--- config.mk ---
export PLATFORM = sky130hd
export DESIGN_NAME = bp_me_wormhole_packet_deserializer
export DESIGN_NICKNAME = d
export VERILOG_FILES = /design/src/rtl/bp_me_wormhole_packet_deserializer_pkg.sv /design/src/rtl/bp_me_wormhole_packet_deserializer_flit_collector.sv /design/src/rtl/bp_me_wormhole_packet_deserializer.sv
export SDC_FILE = /design/constraint.sdc
export NUM_CORES = 1
export LEC_CHECK = 0
export ABC_AREA = 1
export BUFFER_PORTS_ARGS = -buffer_cell sky130_fd_sc_hd__buf_2
export CELL_PAD_IN_SITES_DETAIL_PLACEMENT = 0
export CELL_PAD_IN_SITES_GLOBAL_PLACEMENT = 2
export CORE_MARGIN = 4
export CORE_UTILIZATION = 27
export CTS_BUF_LIST = sky130_fd_sc_hd__clkbuf_8 sky130_fd_sc_hd__clkbuf_16
export DETAILED_ROUTE_END_ITERATION = 10
export GPL_TIMING_DRIVEN = 0
export HOLD_SLACK_MARGIN = 0.15
export PLACE_DENSITY = 0.8
export SYNTH_ARGS = -nofsm -noshare
export SYNTH_HDL_FRONTEND = slang
export SYNTH_SLANG_ARGS = --single-unit
--- constraint.sdc ---
create_clock -name clk_i -period 1.7 [get_ports clk_i]
set_clock_uncertainty 0.2 [all_clocks]
set_input_delay 0.255 -clock clk_i [delete_from_list [all_inputs] [get_ports clk_i]]
set_output_delay 0.255 -clock clk_i [all_outputs]
set_load 0.05 [all_outputs]
--- src/rtl/bp_me_wormhole_packet_deserializer_pkg.sv ---
// Shared wormhole network definitions: header layout macro, FSM states and
// the header/payload-offset helpers used by both encode and decode endpoints.
`ifndef BP_ME_WORMHOLE_HEADER_MACROS
`define BP_ME_WORMHOLE_HEADER_MACROS
`define DECLARE_BP_ME_WORMHOLE_HEADER_S(x_w, y_w, len_w, name) \
  typedef struct packed { \
    logic [len_w-1:0] len; \
    logic [y_w-1:0]   y; \
    logic [x_w-1:0]   x; \
  } name
`endif

package bp_me_wormhole_packet_deserializer_pkg;

  typedef enum logic [1:0] {
    e_ready,
    e_collect,
    e_output
  } deser_state_e;

  function automatic int unsigned wormhole_header_width(input int unsigned x_w,
                                                        input int unsigned y_w,
                                                        input int unsigned len_w);
    return x_w + y_w + len_w;
  endfunction

  // The payload sits directly above the header in the reassembled packet.
  function automatic int unsigned wormhole_payload_offset(input int unsigned x_w,
                                                          input int unsigned y_w,
                                                          input int unsigned len_w);
    return wormhole_header_width(x_w, y_w, len_w);
  endfunction

endpackage

--- src/rtl/bp_me_wormhole_packet_deserializer_flit_collector.sv ---
// Packet buffer and flit slot counter; slot 0 is the header flit, flits past
// the buffer capacity are dropped while the count still advances to len.
module bp_me_wormhole_flit_collector #(
  parameter int unsigned flit_width_p   = 32,
  parameter int unsigned max_num_flit_p = 4,
  parameter int unsigned len_width_p    = 2
) (
  input  logic                                     clk_i,
  input  logic                                     reset_i,
  input  logic                                     hdr_v_i,
  input  logic                                     body_v_i,
  input  logic [len_width_p-1:0]                   len_i,
  input  logic [flit_width_p-1:0]                  flit_i,
  output logic                                     last_o,
  output logic [max_num_flit_p*flit_width_p-1:0]   data_o
);

  logic [len_width_p-1:0]                 cnt_r;
  logic [max_num_flit_p*flit_width_p-1:0] buf_r;

  always_ff @(posedge clk_i or negedge reset_i) begin
    if (!reset_i) begin
      cnt_r <= '0;
      buf_r <= '0;
    end else if (hdr_v_i) begin
      buf_r                    <= '0;
      buf_r[flit_width_p-1:0]  <= flit_i;
      cnt_r                    <= len_width_p'(1);
    end else if (body_v_i) begin
      for (int unsigned k = 1; k < max_num_flit_p; k++) begin
        if (32'(cnt_r) == k) buf_r[k*flit_width_p +: flit_width_p] <= flit_i;
      end
      if (!last_o) cnt_r <= cnt_r + 1'b1;
    end
  end

  assign last_o = (cnt_r == len_i);
  assign data_o = buf_r;

endmodule

--- src/rtl/bp_me_wormhole_packet_deserializer.sv ---
// CCE-side wormhole endpoint: reassembles header-on-LSB flits into one packet,
// strips the x/y/len header and hands the payload out over valid/ready.
module bp_me_wormhole_packet_deserializer
  import bp_me_wormhole_packet_deserializer_pkg::*;
#(
  parameter int unsigned x_cord_width_p  = 4,
  parameter int unsigned y_cord_width_p  = 4,
  parameter int unsigned len_width_p     = 2,
  parameter int unsigned flit_width_p    = 32,
  parameter int unsigned max_num_flit_p  = 4,
  parameter int unsigned payload_width_p = 118
) (
  input  logic                       clk_i,
  input  logic                       reset_i,
  input  logic [x_cord_width_p-1:0]  my_x_i,
  input  logic [y_cord_width_p-1:0]  my_y_i,
  input  logic [flit_width_p-1:0]    flit_i,
  input  logic                       flit_v_i,
  output logic                       flit_ready_o,
  output logic [payload_width_p-1:0] data_o,
  output logic                       v_o,
  input  logic                       ready_i,
  output logic                       dest_mismatch_o,
  output logic                       overflow_o
);

  localparam int unsigned hdr_width_lp =
    wormhole_header_width(x_cord_width_p, y_cord_width_p, len_width_p);
  localparam int unsigned offset_lp =
    wormhole_payload_offset(x_cord_width_p, y_cord_width_p, len_width_p);
  localparam int unsigned buf_width_lp = max_num_flit_p * flit_width_p;

  `DECLARE_BP_ME_WORMHOLE_HEADER_S(x_cord_width_p, y_cord_width_p, len_width_p, wormhole_header_s);

  wormhole_header_s       hdr;
  deser_state_e           state_r, state_n;
  logic [len_width_p-1:0] len_r;
  logic                   mismatch_r, overflow_r;
  logic                   hdr_v, body_v, last;
  logic [buf_width_lp-1:0] buf_data;

  assign hdr    = flit_i[hdr_width_lp-1:0];
  assign hdr_v  = flit_v_i & flit_ready_o & (state_r == e_ready);
  assign body_v = flit_v_i & flit_ready_o & (state_r == e_collect);

  bp_me_wormhole_flit_collector #(
    .flit_width_p   (flit_width_p),
    .max_num_flit_p (max_num_flit_p),
    .len_width_p    (len_width_p)
  ) collector (
    .clk_i    (clk_i),
    .reset_i  (reset_i),
    .hdr_v_i  (hdr_v),
    .body_v_i (body_v),
    .len_i    (len_r),
    .flit_i   (flit_i),
    .last_o   (last),
    .data_o   (buf_data)
  );

  always_ff @(posedge clk_i or negedge reset_i) begin
    if (!reset_i) begin
      state_r    <= e_ready;
      len_r      <= '0;
      mismatch_r <= 1'b0;
      overflow_r <= 1'b0;
    end else begin
      state_r <= state_n;
      if (hdr_v) begin
        len_r      <= hdr.len;
        mismatch_r <= (hdr.x != my_x_i) || (hdr.y != my_y_i);
        if (32'(hdr.len) > max_num_flit_p - 1) overflow_r <= 1'b1;
      end
    end
  end

  always_comb begin
    state_n = state_r;
    case (state_r)
      e_ready:   if (hdr_v) state_n = (hdr.len == '0) ? e_output : e_collect;
      e_collect: if (body_v && last) state_n = e_output;
      e_output:  if (ready_i) state_n = e_ready;
      default:   state_n = e_ready;
    endcase
  end

  assign flit_ready_o    = reset_i & (state_r != e_output);
  assign v_o             = (state_r == e_output);
  assign data_o          = buf_data[offset_lp +: payload_width_p];
  assign dest_mismatch_o = mismatch_r;
  assign overflow_o      = overflow_r;

endmodule

==> impl_metrics.csv <==
group,metric,value,unit
die,initial_utilization,27.6,%
die,core,0.0228,mm2
detailed_routing,ant_nets,0,
power_and_ir_drop,switching_share,49.2,%
worst_hold_path,worstHoldPathType,"in2async",
finish,nFillCells,2345,
synthesis,netlist_instances,761,
critical_path,worstSetupEndpointType,"output port",
detailed_routing,first_pass_iters,4,
synthesis,synth_seq_cells,125,
die,std_cell_rows,55,
critical_path,cp-start-kind,"register",
detailed_routing,routed_via_density,4.04,
synthesis,yosysWarningCount,1,
finish,layout-drive-gt1-share,43.1,%
power_and_ir_drop,leakage,5.15,nW
timing,fin_ws,-53.0,ps
timing,slew_headroom,66.0,%
run,maxCapViolCount,0,
status,status,"finished with violations",
critical_path,crit_chain,"inv_4 > a21oi_4 > buf_6",
synthesis,synth_edf_count,0,
power_and_ir_drop,power_frac_seq,24.8,%
timing,rsz0062_at_grt,"yes",
synthesis,ys_async_sr_fraction,100,%
synthesis,ys.flop_type,"dfrtp_1",
finish,seq_area,0.00313,mm2
critical_path,reg2reg_from,"state_r[1]$_DFFE_PN0P_",
power_and_ir_drop,p_per_area,2360,mW/mm2
die,dieArea,0.0258,mm2
power_and_ir_drop,ir_worst_vdd,1.03,mV
finish,final_cells,1337,
critical_path,required,1240,ps
die,die_y,161,um
synthesis,netlist_area,0.00629,mm2
power_and_ir_drop,internal_power,11.1,mW
synthesis,syn_nets,808,
detailed_routing,drc_errors,0,
placed_design,gp_congestion,0.755,
placed_design,port_buffers,164,
clock_network,path_clk_slew,60,ps
finish,antenna_cells,0,
grt,grt.total_usage,14.9,%
power_and_ir_drop,comb_power_share,58.8,%
grt,grt_pass1_vias,5448,
detailed_routing,routed_wl,19.9,mm
clock_network,clockBufferDepth,2,
clock_network,tritoncts,"yes",
timing,hold-worst-slack,-439,ps
grt,grt_antenna_before_repair,0,
finish,syn_to_final_growth,47.2,%
detailed_routing,wl_per_cell,14.9,um
critical_path,crit_slowest_cell,"dfrtp_1",
grt,grt_pass1_wl,29.9,mm
clock_network,cts.sinks,125,
timing,period_minus_slack,1750,ps
clock_network,cts_buffers,17,
status,violations,"hold timing, setup timing",
timing,finalCritPeriodShare,103,%
critical_path,r2r-end,"collector.data_o[116]$_DFFE_PN0P_",
finish,final_nets,1060,
placed_design,dp_cells,1239,
detailed_routing,via_count,5405,
critical_path,slowest_delay,410,ps
clock_network,clk_latency,420,ps
clock_network,cts_root_buf,"clkbuf_16",
timing,finalHoldViolCount,125,
critical_path,path_class,"reg2out",
timing,setup_viol,64,
clock_network,htreeDepth,4,
critical_path,r2r_slack,-30,ps
power_and_ir_drop,netSwitchingPower,10.8,mW
synthesis,synth_area_per_cell,8.27,um2
finish,multi_input_area,0.00211,mm2
clock_network,ctsHoldBuffers,42,
timing,max_slew.worst_pin.slew,505,ps
critical_path,arrival,1300,ps
grt,overflow,0,
die,pin_count,166,
die,die_w,161,um
critical_path,rr_worst_depth,7,
synthesis,ys_types,26,
power_and_ir_drop,power_frac_clock,16.3,%
finish,final_core_util,40.6,%
synthesis,ys_seq_area_share,49.7,%
critical_path,critical_path.startpoint,"state_r[0]$_DFFE_PN0P_",
grt,grt_max_degree,78,
placed_design,hpwl,13.9,mm
detailed_routing,drtIter0Drc,269,
timing,fmax,570,MHz
critical_path,critical_path.max_fanout,4,
timing,slew_viol_final,0,
-- critical path: cells and delay by family, from the launching register on --
kind / cells / cell delay (ps)
AOI/OAI and AO/OA: 1 / 210
buffers and inverters: 2 / 260
DFF: 1 / 410
-- state kept, by name (all words and copies together), names as in the netlist --
name              flops
dest_mismatch_o       1
collector.cnt_r       2
collector.data_o    119
len_r                 1
state_r               2
-- synth_stat cells (2+ instances only) --
library cell / count / share of area, %
nand2_1: 291 / 17
dfrtp_1: 125 / 50
ha_1: 3 / 0.60
buf_6: 5 / 0.89
nand4_1: 2 / 0.20
nor2_4: 3 / 0.54
o21ai_0: 28 / 2.2
buf_1: 2 / 0.12
nand3_1: 7 / 0.56
buf_4: 126 / 15
buf_2: 11 / 0.88
a21oi_1: 2 / 0.16
inv_2: 2 / 0.12
clkbuf_1: 5 / 0.30
inv_1: 52 / 3.1
nor2_1: 12 / 0.72
xnor2_1: 2 / 0.28
clkbuf_2: 3 / 0.24
o21ai_1: 73 / 5.8
-- worst max-delay path by stage --
stage,endpoint,slack (ps),cells past startpoint
after floorplan,collector.data_o[53]$_DFFE_PN0P_,-130,7
after global placement,collector.data_o[28]$_DFFE_PN0P_,-2840,6
after detailed placement,collector.data_o[26]$_DFFE_PN0P_,-750,6
after CTS,flit_ready_o,-70,2
after global routing,collector.data_o[94]$_DFFE_PN0P_,-150,8
final,flit_ready_o,-50,3
-- kinds of logic (layout without fill, tap and decap cells) --
logic type / Yosys count / in the layout / synth area share, %
other cells: 1 / 1 / 0.0596
xor+xnor: 2 / 2 / 0.278
compound gates: 105 / 107 / 8.71
flops: 125 / 125 / 49.7
simple gates: 319 / 319 / 19.9
buf+inv: 206 / 467 / 20.7
fa+ha+maj: 3 / 3 / 0.597
-- through the flow --
stage / TNS, ps / hold slack [ps] / worst slack (ps) / power (mW) / area, um2
finish: -1080 / -439 / -53.0 / 21.9 / 9260
CTS: -680 / -429 / -72.8 / 21.4 / 8830
detailed placement: -72630 / 154 / -750 / 17.3 / 7540
global placement: -545320 / 261 / -2840 / 17.2 / 7510
global route: -8820 / -418 / -146 / 23.1 / 9260
floorplan: -7040 / -241 / -134 / 14.7 / 6290
-- power groups by stage --
stage          Sequential (mW)  Combinational (mW)  Clock [mW]
3_3_place_gp              5.36                11.9           0
2_1_floorplan             5.11                9.62           0
4_1_cts                   5.37                12.4        3.63
5_1_grt                   5.64                13.7        3.79
3_5_place_dp              5.39                11.9           0
6_report                  5.43                12.9        3.57
-- final cells by class --
| cell class | instances | share of cell area, % |
|---|---|---|
| clock inverter | 9 | 1.03 |
| buffer | 151 | 13.3 |
| multi-input combinational | 432 | 22.8 |
| tap | 313 | 4.23 |
| clock buffer | 21 | 5.19 |
| inverter | 54 | 2.24 |
| timing repair buffer | 232 | 17.4 |
| sequential | 125 | 33.8 |
-- metal layers --
metal | up-vias | GRT usage, % | wire length [um]
li1 | 2748 | - | -
met5 | - | 0 | 0
met4 | 0 | 4.58 | 366
met2 | 123 | 24.6 | 9440
met1 | 2507 | 19.6 | 9270
met3 | 27 | 3.46 | 840
-- cell usage in the layout (no fill, tap or decap), drive strengths merged, types with 2 or more instances in the layout --
| cell | count |
|---|---|
| xnor2 | 2 |
| ha | 3 |
| a21oi | 3 |
| nand4 | 2 |
| inv | 56 |
| buf | 332 |
| dlygate4sd3 | 42 |
| clkbuf | 30 |
| nor2 | 16 |
| bufinv | 2 |
| nand2 | 291 |
| dfrtp | 125 |
| nand3 | 8 |
| o21ai | 104 |
| clkinv | 4 |
-- repair_timing --
action / in CTS / in global routing
pin swaps: 4 / 12
setup endpoints to repair: 122 / 101
cloned: 2 / 10
buffers inserted: 10 / 6
gates resized for setup: 64 / 90
endpoints found under the hold margin: 250 / 125
No activity file was read; power rests on OpenSTA's default activity.
